**config.mk**
```make
export PLATFORM = sky130hd
export DESIGN_NAME = carry_chain_seq_adder
export DESIGN_NICKNAME = d
export VERILOG_FILES = /design/src/rtl/carry_chain_seq_adder_pkg.sv /design/src/rtl/carry_chain_seq_adder_slice.sv /design/src/rtl/carry_chain_seq_adder.sv
export SDC_FILE = /design/constraint.sdc
export NUM_CORES = 1
export LEC_CHECK = 0
export BUFFER_PORTS_ARGS = -buffer_cell sky130_fd_sc_hd__buf_2
export CORE_UTILIZATION = 27
export CTS_CLUSTER_SIZE = 40
export DETAILED_ROUTE_END_ITERATION = 10
export PLACE_DENSITY = 0.46
export SLEW_MARGIN = 25
export SYNTH_ARGS = -nofsm -noshare
export SYNTH_HDL_FRONTEND = slang
export SYNTH_SLANG_ARGS = --single-unit
```
**constraint.sdc**
```tcl
create_clock -name C -period 10.4 [get_ports C]
set_input_delay 3.12 -clock C [delete_from_list [all_inputs] [get_ports C]]
set_output_delay 3.12 -clock C [all_outputs]
set_load 0.005 [all_outputs]
```
**src/rtl/carry_chain_seq_adder_pkg.sv**
```systemverilog
// Shared types and helpers for the slice-serial carry-chain adder.
package carry_chain_seq_adder_pkg;

  typedef enum logic [1:0] {
    IDLE = 2'd0,
    RUN  = 2'd1,
    DONE = 2'd2
  } state_e;

  // Slice counter width; never narrower than one bit.
  function automatic int unsigned cnt_width(input int unsigned n);
    return (n < 2) ? 1 : $clog2(n);
  endfunction

endpackage

```
**src/rtl/carry_chain_seq_adder_slice.sv**
```systemverilog
// One SLICE_WIDTH-bit carry-chain segment: CARRY-style P/G ripple, LSB to MSB.
module carry_slice #(
  parameter int unsigned SLICE_WIDTH = 8
) (
  input  logic [SLICE_WIDTH-1:0] a,
  input  logic [SLICE_WIDTH-1:0] b,
  input  logic                   cin,
  output logic [SLICE_WIDTH-1:0] sum,
  output logic                   cout
);

  logic [SLICE_WIDTH:0] c;
  logic                 p;
  logic                 g;

  always_comb begin
    c    = '0;
    sum  = '0;
    p    = 1'b0;
    g    = 1'b0;
    c[0] = cin;
    for (int unsigned i = 0; i < SLICE_WIDTH; i++) begin
      p        = a[i] ^ b[i];
      g        = a[i] & b[i];
      sum[i]   = p ^ c[i];
      c[i+1]   = p ? c[i] : g;
    end
    cout = c[SLICE_WIDTH];
  end

endmodule

```
**src/rtl/carry_chain_seq_adder.sv**
```systemverilog
// Time-shared carry-chain adder/subtractor: one slice per clock, carry registered
// between slices, valid/ready on both sides.
module carry_chain_seq_adder
  import carry_chain_seq_adder_pkg::*;
#(
  parameter  int unsigned SLICE_WIDTH = 8,
  parameter  int unsigned NUM_SLICES  = 4,
  localparam int unsigned DW          = SLICE_WIDTH * NUM_SLICES
) (
  input  logic          C,
  input  logic          R,
  input  logic          I_VALID,
  output logic          I_READY,
  input  logic [DW-1:0] A,
  input  logic [DW-1:0] B,
  input  logic          CI,
  input  logic          SUB,
  output logic          O_VALID,
  input  logic          O_READY,
  output logic [DW-1:0] SUM,
  output logic          CO,
  output logic          BUSY
);

  localparam int unsigned    CW   = cnt_width(NUM_SLICES);
  localparam logic [CW-1:0] LAST = CW'(NUM_SLICES - 1);

  state_e          state_q, state_d;
  logic [CW-1:0]   cnt_q,   cnt_d;
  logic            carry_q, carry_d;
  logic [DW-1:0]   a_q,     a_d;
  logic [DW-1:0]   b_q,     b_d;
  logic [DW-1:0]   sum_q,   sum_d;
  logic            co_q,    co_d;

  logic [SLICE_WIDTH-1:0] slice_sum;
  logic                   slice_cout;
  logic                   accept;

  // Operands shift down and the result shifts in from the top, so the active
  // slice is always at bit 0 and slice k ends up at SUM[k*SLICE_WIDTH +: SLICE_WIDTH].
  carry_slice #(
    .SLICE_WIDTH(SLICE_WIDTH)
  ) u_slice (
    .a   (a_q[SLICE_WIDTH-1:0]),
    .b   (b_q[SLICE_WIDTH-1:0]),
    .cin (carry_q),
    .sum (slice_sum),
    .cout(slice_cout)
  );

  assign I_READY = R & ((state_q == IDLE) | ((state_q == DONE) & O_READY));
  assign accept  = I_VALID & I_READY;
  assign O_VALID = (state_q == DONE);
  assign BUSY    = (state_q != IDLE);
  assign SUM     = sum_q;
  assign CO      = co_q;

  always_comb begin
    state_d = state_q;
    cnt_d   = cnt_q;
    carry_d = carry_q;
    a_d     = a_q;
    b_d     = b_q;
    sum_d   = sum_q;
    co_d    = co_q;

    unique case (state_q)
      IDLE, DONE: begin
        if (state_q == DONE && O_READY) state_d = IDLE;
        if (accept) begin
          state_d = RUN;
          cnt_d   = '0;
          a_d     = A;
          b_d     = SUB ? ~B : B;
          carry_d = SUB | CI;
          sum_d   = '0;
          co_d    = 1'b0;
        end
      end
      RUN: begin
        a_d     = a_q >> SLICE_WIDTH;
        b_d     = b_q >> SLICE_WIDTH;
        sum_d   = {slice_sum, sum_q[DW-1:SLICE_WIDTH]};
        carry_d = slice_cout;
        cnt_d   = cnt_q + 1'b1;
        if (cnt_q == LAST) begin
          co_d    = slice_cout;
          cnt_d   = '0;
          state_d = DONE;
        end
      end
      default: state_d = IDLE;
    endcase
  end

  always_ff @(posedge C or negedge R) begin
    if (!R) begin
      state_q <= IDLE;
      cnt_q   <= '0;
      carry_q <= 1'b0;
      a_q     <= '0;
      b_q     <= '0;
      sum_q   <= '0;
      co_q    <= 1'b0;
    end else begin
      state_q <= state_d;
      cnt_q   <= cnt_d;
      carry_q <= carry_d;
      a_q     <= a_d;
      b_q     <= b_d;
      sum_q   <= sum_d;
      co_q    <= co_d;
    end
  end

endmodule

```
-- After elaboration in Yosys (flattened, before gate mapping)
Cells that the tools add are included.
- register bits: 102
- reduce and logical (&&, ||, !) cells: 8
- bitwise logic cells: 30
- equal/unequal tests: 6
- add/sub/neg operators: 1
- mux-type cells: 27
- operators by type and width (cell ; number):
    32-bit case mux with 2 select lines ; 3
    32-bit two-way mux ; 4
    32-bit inverter ; 1
    1-bit XOR ; 16
    1-bit bitwise AND ; 11
    1-bit two-way mux ; 11
    2-bit two-way mux ; 5
    2-bit case mux with 2 select lines ; 2
    2-bit equality test (second input constant) ; 2
    2-bit inequality test (second input constant) ; 2
    1-bit case mux with 2 select lines ; 2
    2-bit AND reduction ; 2
    2-bit nonzero test ; 2
    3-bit inequality test (second input constant) ; 1
    3-bit AND reduction ; 1
    2-bit by 1-bit adder with 2-bit output (second input constant) ; 1
    2-bit by 1-bit equality test with 1-bit output (second input constant) ; 1
    2-bit logical NOT ; 1
    1-bit OR ; 2
    2-bit OR reduction ; 1
    1-bit logical AND ; 1

-- Logic depth before layout (Yosys ltp)
- depth after elaboration: 11
- gate-level depth with buffers: 10
- gate-level depth less buffers: 10

-- Modules after synthesis
From an unflattened synthesis, not the netlist that was laid out.
- cell total of the unflattened synthesis: 522
- area total of the unflattened synthesis: 5186.2 µm²
- by module, submodules not included (module ; cells each ; instances ; area an instance (µm²)):
    carry_chain_seq_adder ; 514 ; 1 ; 5026.1
    carry_slice ; 8 ; 1 ; 160.2

-- Worst setup path after synthesis
No wires, ideal clock.
- path type: input -> output
- start: input O_READY
- end: output I_READY
- arrival: 3607 ps
- slack: 3673 ps
- path buffers: 2
- cell stages on the path: 4
- cell sequence: nor2b_1 buf_2 buf_2 nor2_1
- word-level cells in the longest chain between the ends: 3
- ends and longest elaborated chain (element ; RTL line ; text):
    start, declared ; carry_chain_seq_adder.sv:19 ; input logic O_READY,
    1-bit bitwise AND ; carry_chain_seq_adder.sv:52 ; assign I_READY = R & ((state_q == IDLE) | ((state_q == DONE) & O_READY));
    1-bit OR ; carry_chain_seq_adder.sv:52 ;
    1-bit bitwise AND ; carry_chain_seq_adder.sv:52 ;
    end, declared ; carry_chain_seq_adder.sv:13 ; output logic I_READY,
No other way between the ends.

-- Final worst setup path
Same ends and word-level chain as after synthesis.

==> results_dict.tcl <==
set metrics [dict create \
    crit_top_cell "sky130_fd_sc_hd__buf_2" \
    skew_ps 8.40 \
    fin_total_pwr_mw 1.81 \
    number_of_cells_on_the_worst_hold_path 1 \
    clock.fmax_mhz 139 \
    cp_data_required_time_ps 7280 \
    io-pin-count 106 \
    holdBufCountCts 0 \
    holdCritStartpoint "b_q[26]" \
    ys_top_cells_by_count "102 x sky130_fd_sc_hd__dfrtp_1, 75 x sky130_fd_sc_hd__nand2_1, 33 x sky130_fd_sc_hd__o21ai_0" \
    synth.cell_area_mm2 0.00515 \
    gp_routability_congestion 0.740 \
    finalCritPeriodShare 0.690 \
    rsz0062_at_grt "false" \
    cp_data_arrival_time_ps 4050 \
    ys_ff_latch 102 \
    syn-mean-instance-area_um2 10.2 \
    min_to "b_q[18]" \
    die_width_um 140 \
    filler_cell_count 1938 \
    crit-reg2reg-capture "CO" \
    layout-drive-gt1-share 0.235 \
    numCtsBuffers 9 \
    post-synth-top-area-cell "sky130_fd_sc_hd__dfrtp_1" \
    h-tree-depth 3 \
    number_of_global_route_vias_before_repair 4096 \
    global_route_wire_length_before_repair_mm 22.2 \
    end_kind "output port" \
    cap_viol_max_count 0 \
    clk_pin_slew_ps 70 \
    cts_tree "done" \
    grt_start_max_net_pins 76 \
    core_area_mm2 0.0187 \
    path_buf_inv 3 \
    placement.io_buffers 105 \
    design_area_mm2 0.00608 \
    yosysWarnings 0 \
    yosysSeqAreaShare 0.495 \
    vdd.ir_drop.worst_mv 0.126 \
    maxSlewHeadroom 0.323 \
    path_class "in -> out" \
    cp-start-kind "primary input" \
    worst_r2r_startpoint "carry_q" \
    reg2regPathDepth 10 \
    gr-total-overflow 0 \
    finalHoldViolations 0 \
    cts.root.buffer_cell "sky130_fd_sc_hd__clkbuf_16" \
    postCtsSetupBuffers 0 \
    cts-resized-gates 0 \
    synth_enable_flop_cells 0 \
    synth_largest_type_area_fraction 0.495 \
    fp_rows 50 \
    start_util 0.276 \
    class_of_the_tightest_hold_or_removal_check "reg -> reg" \
    r2r_setup_slack_ps 6470 \
    drv_slew 0 \
    flow.area_growth_from_synthesis_pct 18.0 \
    synthesis.instances 506 \
    clk_latency_ps 350 \
    vertical_die_dimension_um 140 \
    largest_stage_delay_worst_path_ps 440 \
    post-route-drc-count 0 \
    grt_antenna_before_repair 0 \
    post_drt_wl_per_cell_um 17.2 \
    worst-slew-pin-transition_ps 1010 \
    synth_top_flop_cell "sky130_fd_sc_hd__dfrtp_1" \
    routed_wire_length_mm 14.0 \
    detail_route.first_pass.iterations 6 \
    routed_via_density 5.04 \
    placedInstanceArea_mm2 0.00574 \
    synth_nets 585 \
    cp_max_fo 41 \
    slowest_stage "sky130_fd_sc_hd__buf_4" \
    cts_sinks 102 \
    run_status "completed" \
    synthMostInstantiatedCell "sky130_fd_sc_hd__dfrtp_1" \
    max-clock-path-buffers 2 \
    most_area_consuming_cells_after_synthesis "sky130_fd_sc_hd__dfrtp_1 50%, sky130_fd_sc_hd__nand2_1 5.5%, sky130_fd_sc_hd__xnor2_1 5.4%, sky130_fd_sc_hd__a221o_1 4.9%, sky130_fd_sc_hd__o21ai_0 3.2%" \
    power_density_mw_per_mm2 298 \
    place_worst_setup_slack_ps 3240 \
    final.setup.worst_slack_ps 3230 \
    hpwlAfterDp_mm 9.11 \
    vias 4091 \
    min_period_ps 7170 \
    fin_nets 652 \
    cell_chain_critical_path "buf_2 > nor2b_2 > buf_4 > nor2_1 > buf_2" \
    ys_types 38 \
    grt_util_all_layers 0.146 \
    report.final.setup_viol 0 \
    cpLargestDelayFamily "buffers and inverters" \
    drtAntennaViolNets 0 \
    antenna_cells_inserted 0 \
    setup-tns-final_ps 0 \
    floorplan.die_area_mm2 0.0196 \
    drt_iter0_drc 269 \
    async_reset_ff_frac 1.00 \
    p_leak_nw 2.72 \
]
-- layout by cell type, fill, tap and decap left out, drive strengths merged --
cell / netlist / routed
buf: 43 / 113
a31oi: 10 / 10
clkinv: 0 / 1
nor2: 17 / 17
nor2b: 3 / 3
o31ai: 15 / 15
fa: 8 / 8
and2: 1 / 1
nand3: 1 / 1
nand2: 75 / 75
nand4: 8 / 8
a21o: 1 / 1
nor4: 24 / 24
nor3: 2 / 2
or2: 1 / 1
a21oi: 15 / 15
a41o: 9 / 9
bufinv: 0 / 3
inv: 18 / 19
ha: 1 / 1
mux2i: 8 / 8
clkbuf: 14 / 11
nand2b: 3 / 3
and2b: 1 / 1
xnor2: 32 / 32
a221o: 25 / 25
o21ai: 35 / 35
nand3b: 1 / 1
o22ai: 10 / 10
o22a: 8 / 8
a41oi: 15 / 15
dfrtp: 102 / 102
-- registers in the layout (all words and copies together), names as in the netlist --
name	cells
SUM	32
a_q	32
b_q	32
cnt_q	2
state_q	2
CO	1
carry_q	1
-- worst reg2reg max path, stage by stage (launching register included) --
cell	delay (ps)
sky130_fd_sc_hd__dfrtp_1	360
sky130_fd_sc_hd__inv_1	70
sky130_fd_sc_hd__fa_1	440
sky130_fd_sc_hd__fa_1	390
sky130_fd_sc_hd__fa_1	390
sky130_fd_sc_hd__fa_1	390
sky130_fd_sc_hd__fa_1	390
sky130_fd_sc_hd__fa_1	380
sky130_fd_sc_hd__fa_1	380
sky130_fd_sc_hd__fa_1	450
sky130_fd_sc_hd__o22ai_1	200
-- worst max-delay path by stage --
stage	from	to	slack [ps]	depth (start not counted)
floorplan	O_READY	I_READY	3670	4
global placement	O_READY	I_READY	3250	5
detailed placement	O_READY	I_READY	3240	5
CTS	O_READY	I_READY	3240	5
global route	R	I_READY	3150	4
finish	O_READY	I_READY	3230	5
-- through the flow --
stage / instances / hold slack (ps) / util
3_3_place_gp: 796 / 487 / 0.307
5_1_grt: 812 / 534 / 0.325
6_report: 812 / 508 / 0.325
4_1_cts: 812 / 513 / 0.325
2_1_floorplan: 506 / 479 / -
3_5_place_dp: 796 / 497 / 0.307
-- power by group --
group          internal, mW  total (mW)  leakage [nW]  switching (mW)
combinational         0.309       0.744          1.25           0.435
clock                 0.242       0.392         0.170           0.149
sequential            0.567       0.679          1.29           0.112
total                  1.12        1.81          2.72           0.697
-- cell type report --
| type | count | area (µm²) | share of cell area |
|---|---|---|---|
| sequential | 102 | 2550 | 0.420 |
| multi-input combinational | 329 | 2240 | 0.368 |
| timing repair buffer | 113 | 588 | 0.0967 |
| tap | 234 | 293 | 0.0481 |
| clock buffer | 11 | 243 | 0.0399 |
| clock inverter | 5 | 104 | 0.0171 |
| inverter | 18 | 67.6 | 0.0111 |
-- routing by layer --
layer	vias up	share of wire	global-route usage
met5	-	0	0
met4	0	0.0097	0.0388
met3	8	0.049	0.0362
met2	105	0.48	0.235
met1	2010	0.46	0.196
li1	1968	-	-
-- cell families after synthesis --
group / Yosys count / synth area share
compound gates: 143 / 0.204
flops: 102 / 0.495
buf+inv: 75 / 0.0738
xor+xnor: 32 / 0.0544
mux: 8 / 0.0155
fa+ha+maj: 9 / 0.0335
simple gates: 137 / 0.124
Note: power is estimated with default switching activity, not from simulation.
